`src/rtl/result_drain.sv`:
```
// ============================================================================
// result_drain : captures the systolic array result tile, clears the array,
//                and streams the tile out one row/column per beat.
// Revision     : 1.0
// ============================================================================
`default_nettype none

module result_drain #(
    parameter int N         = 4,
    parameter int DATA_W    = 32,
    parameter int ADDR_W    = 16,
    parameter int STRIDE    = 1,
    parameter int TRANSPOSE = 0
) (
    input  logic                  clk,
    input  logic                  rst,
    input  logic                  array_ready,
    input  logic [N*N*DATA_W-1:0] array_out,
    input  logic [ADDR_W-1:0]     base_addr,
    output logic                  array_clear,
    output logic [N*DATA_W-1:0]   row_data,
    output logic [ADDR_W-1:0]     row_addr,
    output logic                  row_valid,
    input  logic                  row_ready,
    output logic                  busy,
    output logic                  done,
    output logic                  overrun
);

    localparam int IDX_W = (N > 1) ? $clog2(N) : 1;
    localparam logic [IDX_W-1:0]  c_last   = IDX_W'(N - 1);
    localparam logic [ADDR_W-1:0] c_stride = ADDR_W'(STRIDE);

    typedef enum logic [1:0] {
        S_IDLE   = 2'd0,
        S_STREAM = 2'd1,
        S_DONE   = 2'd2
    } state_t;

    state_t              r_state;
    state_t              w_state_next;
    logic                r_ready_q;
    logic                r_clear;
    logic                r_overrun;
    logic [IDX_W-1:0]    r_index;
    logic [ADDR_W-1:0]   r_base;
    logic [DATA_W-1:0]   r_buf [N][N];
    logic [N*DATA_W-1:0] w_row;
    logic [ADDR_W-1:0]   w_addr;
    logic                w_event;
    logic                w_capture;

    assign w_event   = array_ready && !r_ready_q;
    assign w_capture = w_event && (r_state == S_IDLE);

    always_comb begin
        w_state_next = r_state;
        case (r_state)
            S_IDLE:   if (w_capture) w_state_next = S_STREAM;
            S_STREAM: if (row_ready && (r_index == c_last)) w_state_next = S_DONE;
            S_DONE:   w_state_next = S_IDLE;
            default:  w_state_next = S_IDLE;
        endcase
    end

    always_ff @(posedge clk or posedge rst) begin
        if (rst) begin
            r_state   <= S_IDLE;
            r_ready_q <= 1'b0;
            r_clear   <= 1'b0;
            r_overrun <= 1'b0;
            r_index   <= '0;
            r_base    <= '0;
        end else begin
            r_state   <= w_state_next;
            r_ready_q <= array_ready;
            r_clear   <= w_capture;
            // Rising edges outside IDLE are dropped, never queued.
            if (w_event && (r_state != S_IDLE)) r_overrun <= 1'b1;
            if (w_capture) begin
                r_index <= '0;
                r_base  <= base_addr;
            end else if ((r_state == S_STREAM) && row_ready && (r_index != c_last)) begin
                r_index <= r_index + IDX_W'(1);
            end
        end
    end

    // Buffer carries no reset: its contents only matter after a capture.
    always_ff @(posedge clk) begin
        if (w_capture) begin
            for (int i = 0; i < N; i++) begin
                for (int j = 0; j < N; j++) begin
                    r_buf[i][j] <= array_out[(i*N+j)*DATA_W +: DATA_W];
                end
            end
        end
    end

    for (genvar e = 0; e < N; e++) begin : g_elem
        if (TRANSPOSE != 0) begin : g_col
            assign w_row[e*DATA_W +: DATA_W] = r_buf[e][r_index];
        end else begin : g_row
            assign w_row[e*DATA_W +: DATA_W] = r_buf[r_index][e];
        end
    end

    assign w_addr      = r_base + ADDR_W'(r_index) * c_stride;
    assign row_valid   = (r_state == S_STREAM);
    assign row_data    = row_valid ? w_row  : '0;
    assign row_addr    = row_valid ? w_addr : '0;
    assign busy        = (r_state != S_IDLE);
    assign done        = (r_state == S_DONE);
    assign array_clear = r_clear;
    assign overrun     = r_overrun;

endmodule

`default_nettype wire

```
`config.mk`:
```
export PLATFORM = sky130hd
export DESIGN_NAME = result_drain
export DESIGN_NICKNAME = d
export VERILOG_FILES = /design/src/rtl/result_drain.sv
export SDC_FILE = /design/constraint.sdc
export NUM_CORES = 1
export LEC_CHECK = 0
export ABC_AREA = 1
export BUFFER_PORTS_ARGS = -buffer_cell sky130_fd_sc_hd__buf_2
export CORE_AREA = 2 2 261 263
export CTS_CLUSTER_SIZE = 40
export DETAILED_ROUTE_END_ITERATION = 8
export DIE_AREA = 0 0 263 265
export PLACE_DENSITY = 0.5
export SLEW_MARGIN = 20
export SYNTH_ARGS = -nofsm -noshare
export SYNTH_HDL_FRONTEND = slang
export SYNTH_SLANG_ARGS = --single-unit
```
`constraint.sdc`:
```
create_clock -name clk -period 9 [get_ports clk]
set_clock_uncertainty 0.05 [all_clocks]
set_input_delay 0.45 -clock clk [delete_from_list [all_inputs] [get_ports clk]]
set_output_delay 0.45 -clock clk [all_outputs]
set_load 0.02 [all_outputs]
```
# Word level (Yosys, flattened, before mapping)
# Memory sizes are Yosys's and may differ from the RTL's.
# Cells that the tools add are included.
# classes
reduce_logical	11
mux	9
n_eq_ne	6
add_sub_neg	2
# ops
op	n
$mux W128	1
$add A16 B2 Y16	1
$mux W16	1
$mux W2	4
$logic_and A1 B1 Y1	6
$eq A2 B2 Y1 const B	2
$ne A2 B2 Y1 const B	2
$pmux W2 S2	1
$reduce_bool A2 Y1	2
$add A2 B1 Y2 const B	1
$eq A2 B1 Y1 const B	1
$logic_not A2 Y1	1
$mux W1	2
$ne A2 B1 Y1 const B	1
$reduce_and A2 Y1	1
$logic_not A1 Y1	1
# word_totals
elab_cells	35
out_inout_bits	149
input_bits	532
ff_bits	23
mem_bits_rw	512
memories	1
# memory_table
name	depth	width	rd	rd_ports_with_merged_regs	write_ports	line	rtl
r_buf	4	128	1	0	4	47	logic [DATA_W-1:0] r_buf [N][N];

# Logic depth before layout (Yosys ltp)
# Gate-level depths: netlist (run 1).
# depth
depth_word	5
ltp_mapped	8

# Worst setup path after synthesis (run 1)
# Ideal clock, no wire load.
# synth_timing
path_type	input to register
startpoint	input port array_ready
endpoint	register r_clear, in the netlist array_clear
t_arrival_ps	6747
setup_time_ps	766
slack_ps	1437
t_required_ps	8184
stages	5
path_cell_list	inv_1 > nor2_1 > nand2_1 > inv_1 > buf_2
# synth_via
elab_chain_len	2
# synth_rtl
item	line	rtl
start, declared	17	input logic array_ready,
$logic_and A1 B1 Y1	53	assign w_event = array_ready && !r_ready_q;
$logic_and A1 B1 Y1	54	assign w_capture = w_event && (r_state == S_IDLE);
net w_capture	51	logic w_capture;
end signal, assigned	77	r_clear <= w_capture;
end, declared	43	logic r_clear;
# The timed path passes the listed nets, and every way through them passes these cells.
# A chain may end at the register's enable or synchronous reset.

# Final worst setup path (run 1)
# layout_timing
startpoint	register r_index[0]
endpoint	output port row_data[122]
# layout_via
elab_chain_len	2
# layout_rtl
item	line	rtl
start, declared	45	logic [IDX_W-1:0] r_index;
start signal, assigned	84	r_index <= r_index + IDX_W'(1);
$mem_v2 Z4 W128	--	
$mux W128	110	assign row_data = row_valid ? w_row : '0;
end, declared	21	output logic [N*DATA_W-1:0] row_data,
# Every way passes these cells.

==> results.py, run 1 <==
metrics = {
    "timing": {
        "setup_violations": 0,
        "hold_viol_final": 3,
        "maxSlewHeadroom_pct": 29.34,
        "slew_viol_final": 0,
        "setup_tns_ns": 0,
        "rsz0062_at_grt": "no",
        "worstMarginPinSlew_ns": 1.060,
        "fmax_ghz": 0.2174,
        "holdWs_ns": -0.005675,
        "period_minus_slack_ns": 4.600,
        "period_share_pct": 51.11,
    },
    "outcome": {
        "failed_checks": "negative hold slack",
        "status": "complete, but fails checks",
    },
    "clock_tree": {
        "cts.sinks": 535,
        "numCtsBuffers": 60,
        "clk_pin_slew_ns": 0.06,
        "root_buffer": "clkbuf_16",
        "clock_path_buffers": 3,
        "cts_tree": "built",
        "cts_setup_buffers": 0,
        "cts_max_level": 2,
        "clk_latency_ns": 0.61,
    },
    "route": {
        "drtPass1Iterations": 7,
        "via_count": 17680,
        "via_per_inst": 4.639,
        "drt_iter0_drc": 1102,
        "wl_um": 73130,
        "wl_per_cell_um": 19.19,
        "drcViolationCount": 0,
        "ant_nets": 0,
    },
    "min_path": {
        "min_path_type": "input port to async pin",
    },
    "pwr": {
        "leakagePower_nw": 12.80,
        "peakVddDrop_mv": 0.2126,
        "p_per_area_nw_per_um2": 276.6,
    },
    "floorplanning": {
        "die-width_um": 263,
        "die_h_um": 265,
        "initial_utilization_pct": 31.66,
        "coreArea_sq_um": 66800,
        "die-area_sq_um": 69700,
        "pin_count": 681,
        "num_rows": 95,
    },
    "critical_path": {
        "rrSetupSlack_ns": 5.36,
        "crit_required_ns": 8.50,
        "cp_max_fo": 157,
        "path_class": "register to primary output",
        "cp.arrival_ns": 4.10,
        "crit_start": "r_index[0]$_DFFE_PP0P_",
        "endpoint_kind": "primary output",
        "reg2reg_from": "r_state[0]$_DFFE_PP0P_",
        "worstSetupStartpointType": "register",
    },
    "synthesis": {
        "yosysTopAreaCellShare_pct": 72.69,
        "ys_warn_count": 0,
        "synth.most_common_cell": "nor2_1",
        "async_flop_share_pct": 4.299,
        "synth_ff_type": "edfxtp_1",
        "synth_edf_count": 512,
        "syn_area_sq_um": 21150,
        "synthTopCellsByArea": "edfxtp_1, nor2_1, o21ai_0",
        "synth_common_cells": "nor2_1, edfxtp_1, o21ai_0, a21oi_1, nand2_1",
        "syn_inst": 1696,
        "ys_ff_latch": 535,
        "ys_seq_area_share_pct": 75.41,
        "yosysTopAreaCell": "edfxtp_1",
        "post_synth.cell_area_avg_sq_um": 12.47,
        "yosys.cell_types.count": 27,
        "syn_nets": 2232,
    },
    "placed_design": {
        "hpwl_um": 46280,
        "place_congestion": 0.8894,
        "io_buffer_count": 680,
    },
    "grt": {
        "antenna_found_initial": 19,
        "grt_start_max_net_pins": 162,
        "grt_pass1_vias": 18530,
        "track_usage_pct": 20.22,
        "grt_pass1_wl_um": 108600,
        "gr-total-overflow": 0,
    },
    "final_layout": {
        "area_delta_synth_final_pct": 53.08,
        "utilization_pct": 48.47,
        "multiInputGateArea_sq_um": 4506,
        "drive_gt1_share_pct": 26.74,
        "fillers": 6043,
        "fin_nets": 3413,
        "regArea_sq_um": 15960,
    },
    "flow_run": {
        "maxCapViolations": 0,
    },
}
## repair_timing
item,CTS,global route
hold buffers,529,0
gates resized for setup,0,0
endpoints found under the hold margin,529,0
## cells by family after synthesis
kind of cell,after synthesis,synth area share (%)
compound gates,404,9.601
xor+xnor,1,0.04142
fa+ha+maj,4,0.2721
buf+inv,123,3.354
flops,535,75.41
simple gates,629,11.32
## power by group
| part | internal [mW] | switching (mW) | total (mW) | leakage (nW) |
|---|---|---|---|---|
| logic | 1.04 | 2.32 | 3.36 | 6.90 |
| clock network | 1.35 | 1.02 | 2.37 | 0.920 |
| registers | 3.08 | 0.142 | 3.23 | 4.97 |
| total | 5.47 | 3.49 | 8.95 | 12.8 |
## layout by cell type, fill, tap and decap left out, types with 3 or more instances in the layout
cell type      instances
nand3_1                9
bufinv_16              4
o21ai_0              265
inv_6                  4
clkinv_2              10
clkbuf_16             60
buf_2                680
edfxtp_1             512
ha_1                   3
clkinv_4               3
a21oi_1              133
nand2_1               73
inv_1                 17
diode_2                9
dlygate4sd3_1        529
clkinv_1              15
nor2_1               541
clkbuf_1              16
dfrtp_1               21
buf_4                 11
## through the flow
step           area (sq um)  std cells  hold slack (ns)  worst slack, ns  total power [mW]
3_3_place_gp          25160       3158           0.3891            5.063             6.450
5_1_grt               32380       3809          0.05399            4.156             9.460
6_report              32380       3810        -0.005675            4.400             8.955
2_1_floorplan         21150       1696           0.4019            1.437             5.432
3_5_place_dp          25160       3158           0.4073            5.044             6.473
4_1_cts               32330       3800          0.01671            4.349             9.054
## state kept, by name, summed over array words and instances, names as in the netlist
register     flops
r_ready_q        1
r_index          2
r_buf          512
array_clear      1
r_state          2
r_base          16
overrun          1
## worst paths after layout
check | endpoint | cells after the start
min in group clk | r_buf[3][31]$_DFFE_PP_ | 1
setup reg to reg | r_buf[1][5]$_DFFE_PP_ | 4
max in group asynchronous | r_index[1]$_DFFE_PP0P_ | 2
hold reg to reg | overrun$_DFFE_PP0P_ | 1
setup / recovery | row_data[122] | 5
hold / removal | r_ready_q$_DFF_PP0_ | 2
## worst max-delay path, cell delays in order (launching register included)
cell	delay [ns]
dfrtp_4	0.70
inv_8	0.53
buf_4	0.88
o21ai_0	0.47
a21oi_1	0.26
buf_2	0.19
## cell type report
type,instances,share of cell area (%)
sequential,535,49.29
timing repair buffer,1222,27.27
multi-input combinational,1038,13.92
clock buffer,76,4.823
tap,873,3.374
clock inverter,37,0.9738
inverter,20,0.2937
antenna,9,0.06956
## per-layer routing
layer  wire [um]  track usage, %  vias up
met5          98               0        -
met4        2167           6.595       16
met3        4788           4.691      152
met2       37660           36.54      690
met1       28420           23.65     8463
li1            -               -     8354
No activity file was read; power rests on OpenSTA's default activity.
==> run 2: changes to the inputs <==
Settings changed: CORE_AREA 2 2 261 263 to 2 2 267 269, DIE_AREA 0 0 263 265 to 0 0 269 271.
Clock period 9 ns to 3.8 ns, I/O delays scaled along.
==> run 2 against run 1 <==
Net effect:
- the run now ends clean
- design area grew 1.0%
- die area grew 4.6%
- hold slack gained 0.17 ns
- worst setup slack lost 3.7 ns
- clock power grew 140%
- clock-buffer cell count grew 7
- sequential power grew 130%
- non-clock buffer count grew 15
- sequential share of layout area shrank 0.51 points
- utilization shrank 1.6 points
- largest cell class unchanged
==> results.py, run 2 (same netlist as run 1, synthesis figures left out) <==
metrics = {
    "outcome": {
        "status": "complete, no violations",
    },
    "floorplanning": {
        "die-area_sq_um": 72900,
        "die_h_um": 271,
        "coreArea_sq_um": 69790,
        "num_rows": 97,
        "die-width_um": 269,
        "initial_utilization_pct": 30.31,
        "pin_count": 681,
    },
    "grt": {
        "gr-total-overflow": 0,
        "antenna_found_initial": 11,
        "track_usage_pct": 19.50,
        "grt_pass1_wl_um": 108400,
        "grt_pass1_vias": 18610,
        "grt_start_max_net_pins": 97,
    },
    "critical_path": {
        "cp.arrival_ns": 2.90,
        "worstSetupStartpointType": "register",
        "endpoint_kind": "primary output",
        "reg2reg_to": "r_buf[3][21]$_DFFE_PP_",
        "critPathBufInv": 3,
        "critPathTopFamily": "buffers and inverters",
        "slowest_delay_ns": 0.57,
        "reg2reg_from": "r_state[0]$_DFFE_PP0P_",
        "cp_max_fo": 91,
        "crit_required_ns": 3.56,
        "r2r_cells": 4,
        "rrSetupSlack_ns": 1.15,
        "cpMaxStageDelayCell": "dfrtp_4",
        "crit_chain": "inv_6 -> buf_12 -> o21ai_0 -> a21oi_1 -> buf_2",
        "path_class": "register to primary output",
    },
    "timing": {
        "maxSlewHeadroom_pct": 39.48,
        "setup_violations": 0,
        "setup_tns_ns": 0,
        "slew_viol_final": 0,
        "worstMarginPinSlew_ns": 0.9022,
        "fmax_ghz": 0.3190,
        "hold_viol_final": 0,
        "rsz0062_at_grt": "no",
        "period_share_pct": 82.51,
        "holdWs_ns": 0.1668,
        "period_minus_slack_ns": 3.135,
    },
    "clock_tree": {
        "cts_setup_buffers": 0,
        "clock_path_buffers": 3,
        "root_buffer": "clkbuf_16",
        "hold_buffers": 531,
        "numCtsBuffers": 60,
        "clk_latency_ns": 0.60,
        "cts_tree": "built",
        "cts_max_level": 2,
        "post_cts_resized": 0,
        "clk_pin_slew_ns": 0.06,
        "cts.sinks": 535,
    },
    "pwr": {
        "peakVddDrop_mv": 0.3672,
        "p_per_area_nw_per_um2": 652.8,
        "leakagePower_nw": 12.91,
    },
    "route": {
        "ant_nets": 0,
        "via_per_inst": 4.613,
        "wl_um": 73970,
        "wl_per_cell_um": 19.03,
        "drtPass1Iterations": 5,
        "drt_iter0_drc": 1269,
        "via_count": 17940,
        "drcViolationCount": 0,
    },
    "flow_run": {
        "maxCapViolations": 0,
    },
    "min_path": {
        "min_path_type": "input port to async pin",
    },
    "final_layout": {
        "regMostFlops": "r_buf",
        "largest_reg_flops": 512,
        "drive_gt1_share_pct": 26.97,
        "fin_nets": 3428,
        "area_delta_synth_final_pct": 54.67,
        "reg_top3": "r_buf: 512 flops, r_base: 16 flops",
        "final_cell_mix": "buf_2, nor2_1, dlygate4sd3_1, edfxtp_1, o21ai_0",
        "final_common_cell": "buf_2",
    },
    "placed_design": {
        "place_congestion": 0.8306,
        "hpwl_um": 46670,
        "io_buffer_count": 680,
    },
}
## run 2: worst max path at each step
stage                                 from                      to  slack [ns]  cells after the start
floorplan           r_state[0]$_DFFE_PP0P_   r_buf[0][0]$_DFFE_PP_        0.07                      4
global placement    r_state[0]$_DFFE_PP0P_  r_buf[2][26]$_DFFE_PP_        1.12                      4
detailed placement  r_state[0]$_DFFE_PP0P_  r_buf[2][22]$_DFFE_PP_        1.11                      4
CTS                 r_index[0]$_DFFE_PP0P_            row_data[38]        0.57                      5
global route        r_index[0]$_DFFE_PP0P_            row_data[38]        0.51                      5
finish              r_index[0]$_DFFE_PP0P_            row_data[38]        0.66                      5
## run 2: metrics by stage
step                      util, %  worst slack, ns  cell area (sq um)  cells  total power [mW]
final                       46.88           0.6648              32720   3888             21.36
after global routing        46.88           0.5075              32710   3887             22.56
after CTS                   46.85           0.5729              32700   3880             21.57
after detailed placement    36.55            1.113              25500   3239             15.48
after global placement      36.55            1.124              25500   3239             15.47
after floorplan                 -          0.07311              21160   1696             12.73
## run 2: worst register-to-register path: cells and delay by family (launching register included)
kind / cells / cell delay [ns]
AND/OR/NAND/NOR: 2 / 0.61
flip-flops: 1 / 0.45
buffers and inverters: 2 / 1.18
## run 2: report_power, final
part	internal [mW]	switching (mW)	total [mW]
clock	3.23	2.33	5.57
combinational	2.58	5.62	8.21
sequential	7.29	0.294	7.58
## run 2: routing by layer
metal / vias up / share of wire (%) / track usage (%)
met1: 8674 / 39 / 23.48
met3: 148 / 6.9 / 3.959
li1: 8383 / - / -
met2: 723 / 51 / 34.24
met4: 8 / 3.2 / 7.105
met5: - / 0.070 / 0
## run 2: layout make-up
class,count,area (sq um)
Multi-Input combinational cell,1038,4506
Clock inverter,27,216.5
Tap cell,940,1176
Sequential cell,535,15960
Timing Repair Buffer,1237,9089
Clock buffer,83,1660
Inverter,20,90.09
Fill cell,6297,37070
Antenna cell,8,20.02
==> run 3: changes to the inputs <==
Clock period 3.8 ns to 2.75 ns, I/O delays scaled along.
==> run 3 against run 2 <==
Net effect:
- register-to-register slack got worse by 0.55 ns
- critical path depth unchanged
- clock-buffer cell count increased by 3
- die area unchanged
- clock power increased by 39%
- sequential power increased by 39%
- flip-flop and latch count unchanged
- highest routed layer unchanged
- utilization increased by 0.46 points
- routed wire length increased by 2.3%
- critical endpoint is now row_data[102]
- worst setup slack got worse by 0.56 ns
- largest cell class unchanged
- first-iteration DRC count increased by 9.0%
- global-route usage about the same
==> results.py, run 3 (same netlist as run 1, synthesis figures left out) <==
metrics = {
    "outcome": {
        "status": "complete, no violations",
    },
    "clock_tree": {
        "clock_path_buffers": 3,
        "cts.sinks": 535,
        "numCtsBuffers": 61,
        "clk_pin_slew_ns": 0.06,
        "root_buffer": "clkbuf_16",
        "cts_tree": "built",
        "clk_latency_ns": 0.60,
        "cts_max_level": 2,
    },
    "grt": {
        "grt_start_max_net_pins": 131,
        "grt_pass1_wl_um": 108800,
        "antenna_found_initial": 10,
        "gr-total-overflow": 0,
        "track_usage_pct": 19.51,
        "grt_pass1_vias": 19020,
    },
    "critical_path": {
        "crit_required_ns": 2.56,
        "worstSetupStartpointType": "register",
        "cp_max_fo": 75,
        "cp.arrival_ns": 2.45,
        "endpoint_kind": "primary output",
        "path_class": "register to primary output",
    },
    "route": {
        "via_per_inst": 4.631,
        "drt_iter0_drc": 1383,
        "wl_per_cell_um": 19.35,
        "ant_nets": 0,
        "drcViolationCount": 0,
        "wl_um": 75700,
        "via_count": 18110,
        "drtPass1Iterations": 6,
    },
    "min_path": {
        "min_path_type": "input port to register",
    },
    "timing": {
        "fmax_ghz": 0.3784,
        "hold_viol_final": 0,
        "period_share_pct": 96.09,
        "setup_violations": 0,
        "finalWorstSetupSlack_ns": 0.1076,
        "worstMarginPinSlew_ns": 0.9580,
        "period_minus_slack_ns": 2.642,
        "maxSlewHeadroom_pct": 36.07,
        "slew_viol_final": 0,
    },
    "placed_design": {
        "pre_cts_slack_ns": 0.5085,
        "place_inst": 3255,
        "hpwl_um": 47560,
        "place_congestion": 0.9069,
        "io_buffer_count": 680,
    },
    "final_layout": {
        "drive_gt1_share_pct": 27.98,
        "final_cells": 3911,
        "reg_top3": "r_buf: 512 flops, r_base: 16 flops",
        "area_delta_synth_final_pct": 56.17,
        "final_common_cell": "buf_2",
        "regMostFlops": "r_buf",
        "largest_reg_flops": 512,
        "fin_nets": 3453,
        "final_cell_mix": "buf_2, nor2_1, dlygate4sd3_1, edfxtp_1, o21ai_0",
    },
    "floorplanning": {
        "pin_count": 681,
        "die-area_sq_um": 72900,
        "initial_utilization_pct": 30.31,
        "coreArea_sq_um": 69790,
        "num_rows": 97,
        "die_h_um": 271,
        "die-width_um": 269,
    },
    "pwr": {
        "switching_share_pct": 38.70,
        "p_per_area_nw_per_um2": 915.5,
        "switchingPower_mw": 11.70,
        "power.share.sequential_pct": 34.6,
        "p_clk_share_pct": 25.6,
        "peakVddDrop_mv": 0.5189,
        "p_comb_share_pct": 39.8,
        "p_int_mw": 18.54,
        "leakagePower_nw": 13.08,
    },
    "flow_run": {
        "maxCapViolations": 0,
    },
}
-- run 3: changes by cell type in the layout (fill, tap and decap cells not counted), moves of 2 or more --
cell / delta
buf_12: -2
buf_16: +3
buf_4: +18
buf_8: +2
clkbuf_16: +4
clkbuf_8: +3
clkinv_1: -7
clkinv_2: +3
clkinv_4: -2
clkinvlp_4: +2
o21ai_0: -2
o21ai_1: +2
-- run 3: final timing paths --
| path | start | end | slack, ns | cells after the start |
|---|---|---|---|---|
| worst max-delay path | r_index[0]$_DFFE_PP0P_ | row_data[102] | 0.11 | 5 |
| worst min-delay path | array_out[158] | r_buf[1][126]$_DFFE_PP_ | 0.18 | 2 |
| worst max register to register | r_index[0]$_DFFE_PP0P_ | r_index[1]$_DFFE_PP0P_ | 0.60 | 8 |
| worst min register to register | overrun$_DFFE_PP0P_ | overrun$_DFFE_PP0P_ | 0.42 | 1 |
| max in group asynchronous | rst | r_index[1]$_DFFE_PP0P_ | 1.70 | 3 |
| min in group asynchronous | rst | r_base[15]$_DFFE_PP0P_ | 0.24 | 3 |
-- run 3: power by group through the flow --
stage / logic (mW) / registers, mW / clock network [mW]
final: 12.0 / 10.5 / 7.74
after global routing: 13.0 / 10.6 / 8.26
after CTS: 11.8 / 10.5 / 7.91
after detailed placement: 11.0 / 10.7 / 0
after global placement: 10.9 / 10.7 / 0
after floorplan: 7.04 / 10.5 / 0
-- run 3: area by class of cell --
cell class | count | area, sq um
antenna | 8 | 20.02
timing repair buffer | 1261 | 9371
fill | 6300 | 36750
sequential | 535 | 15960
multi-input combinational | 1038 | 4518
tap | 940 | 1176
clock buffer | 86 | 1723
inverter | 20 | 97.59
clock inverter | 23 | 168.9
-- run 3: what timing repair did --
action                                  4_1_cts  5_1_grt
hold buffers                                531        0
gates cloned                                  0        3
pin swaps                                     0        1
endpoints found under the setup margin       59       42
gates resized for setup                       7        8
hold endpoints to repair                    557        0
buffers inserted                              3        2
-- run 3: per-stage QoR --
stage               util [%]  TNS [ns]  hold WS (ns)  power [mW]  cell area, sq um
CTS                    47.14         0        0.1296       30.20             32890
finish                 47.33         0        0.1833       30.24             33030
global route           47.33  -0.02167        0.1517       31.86             33030
global placement       36.72         0        0.2129       21.58             25630
detailed placement     36.72         0        0.2179       21.64             25630
floorplan                  -         0       0.08942       17.55             21170
-- run 3: worst max-delay path, cell delays in order, from the launching register on --
cell and delay (ns):
dfrtp_4 0.55, clkinv_8 0.18, buf_12 0.27, o21ai_0 0.24, a21oi_1 0.27, buf_2 0.22
-- run 3: per-layer routing --
| metal | wire [um] | GRT usage (%) |
|---|---|---|
| met5 | 27 | 0 |
| met4 | 2960 | 8.670 |
| met3 | 5260 | 3.832 |
| met1 | 29020 | 22.81 |
| met2 | 38430 | 34.41 |
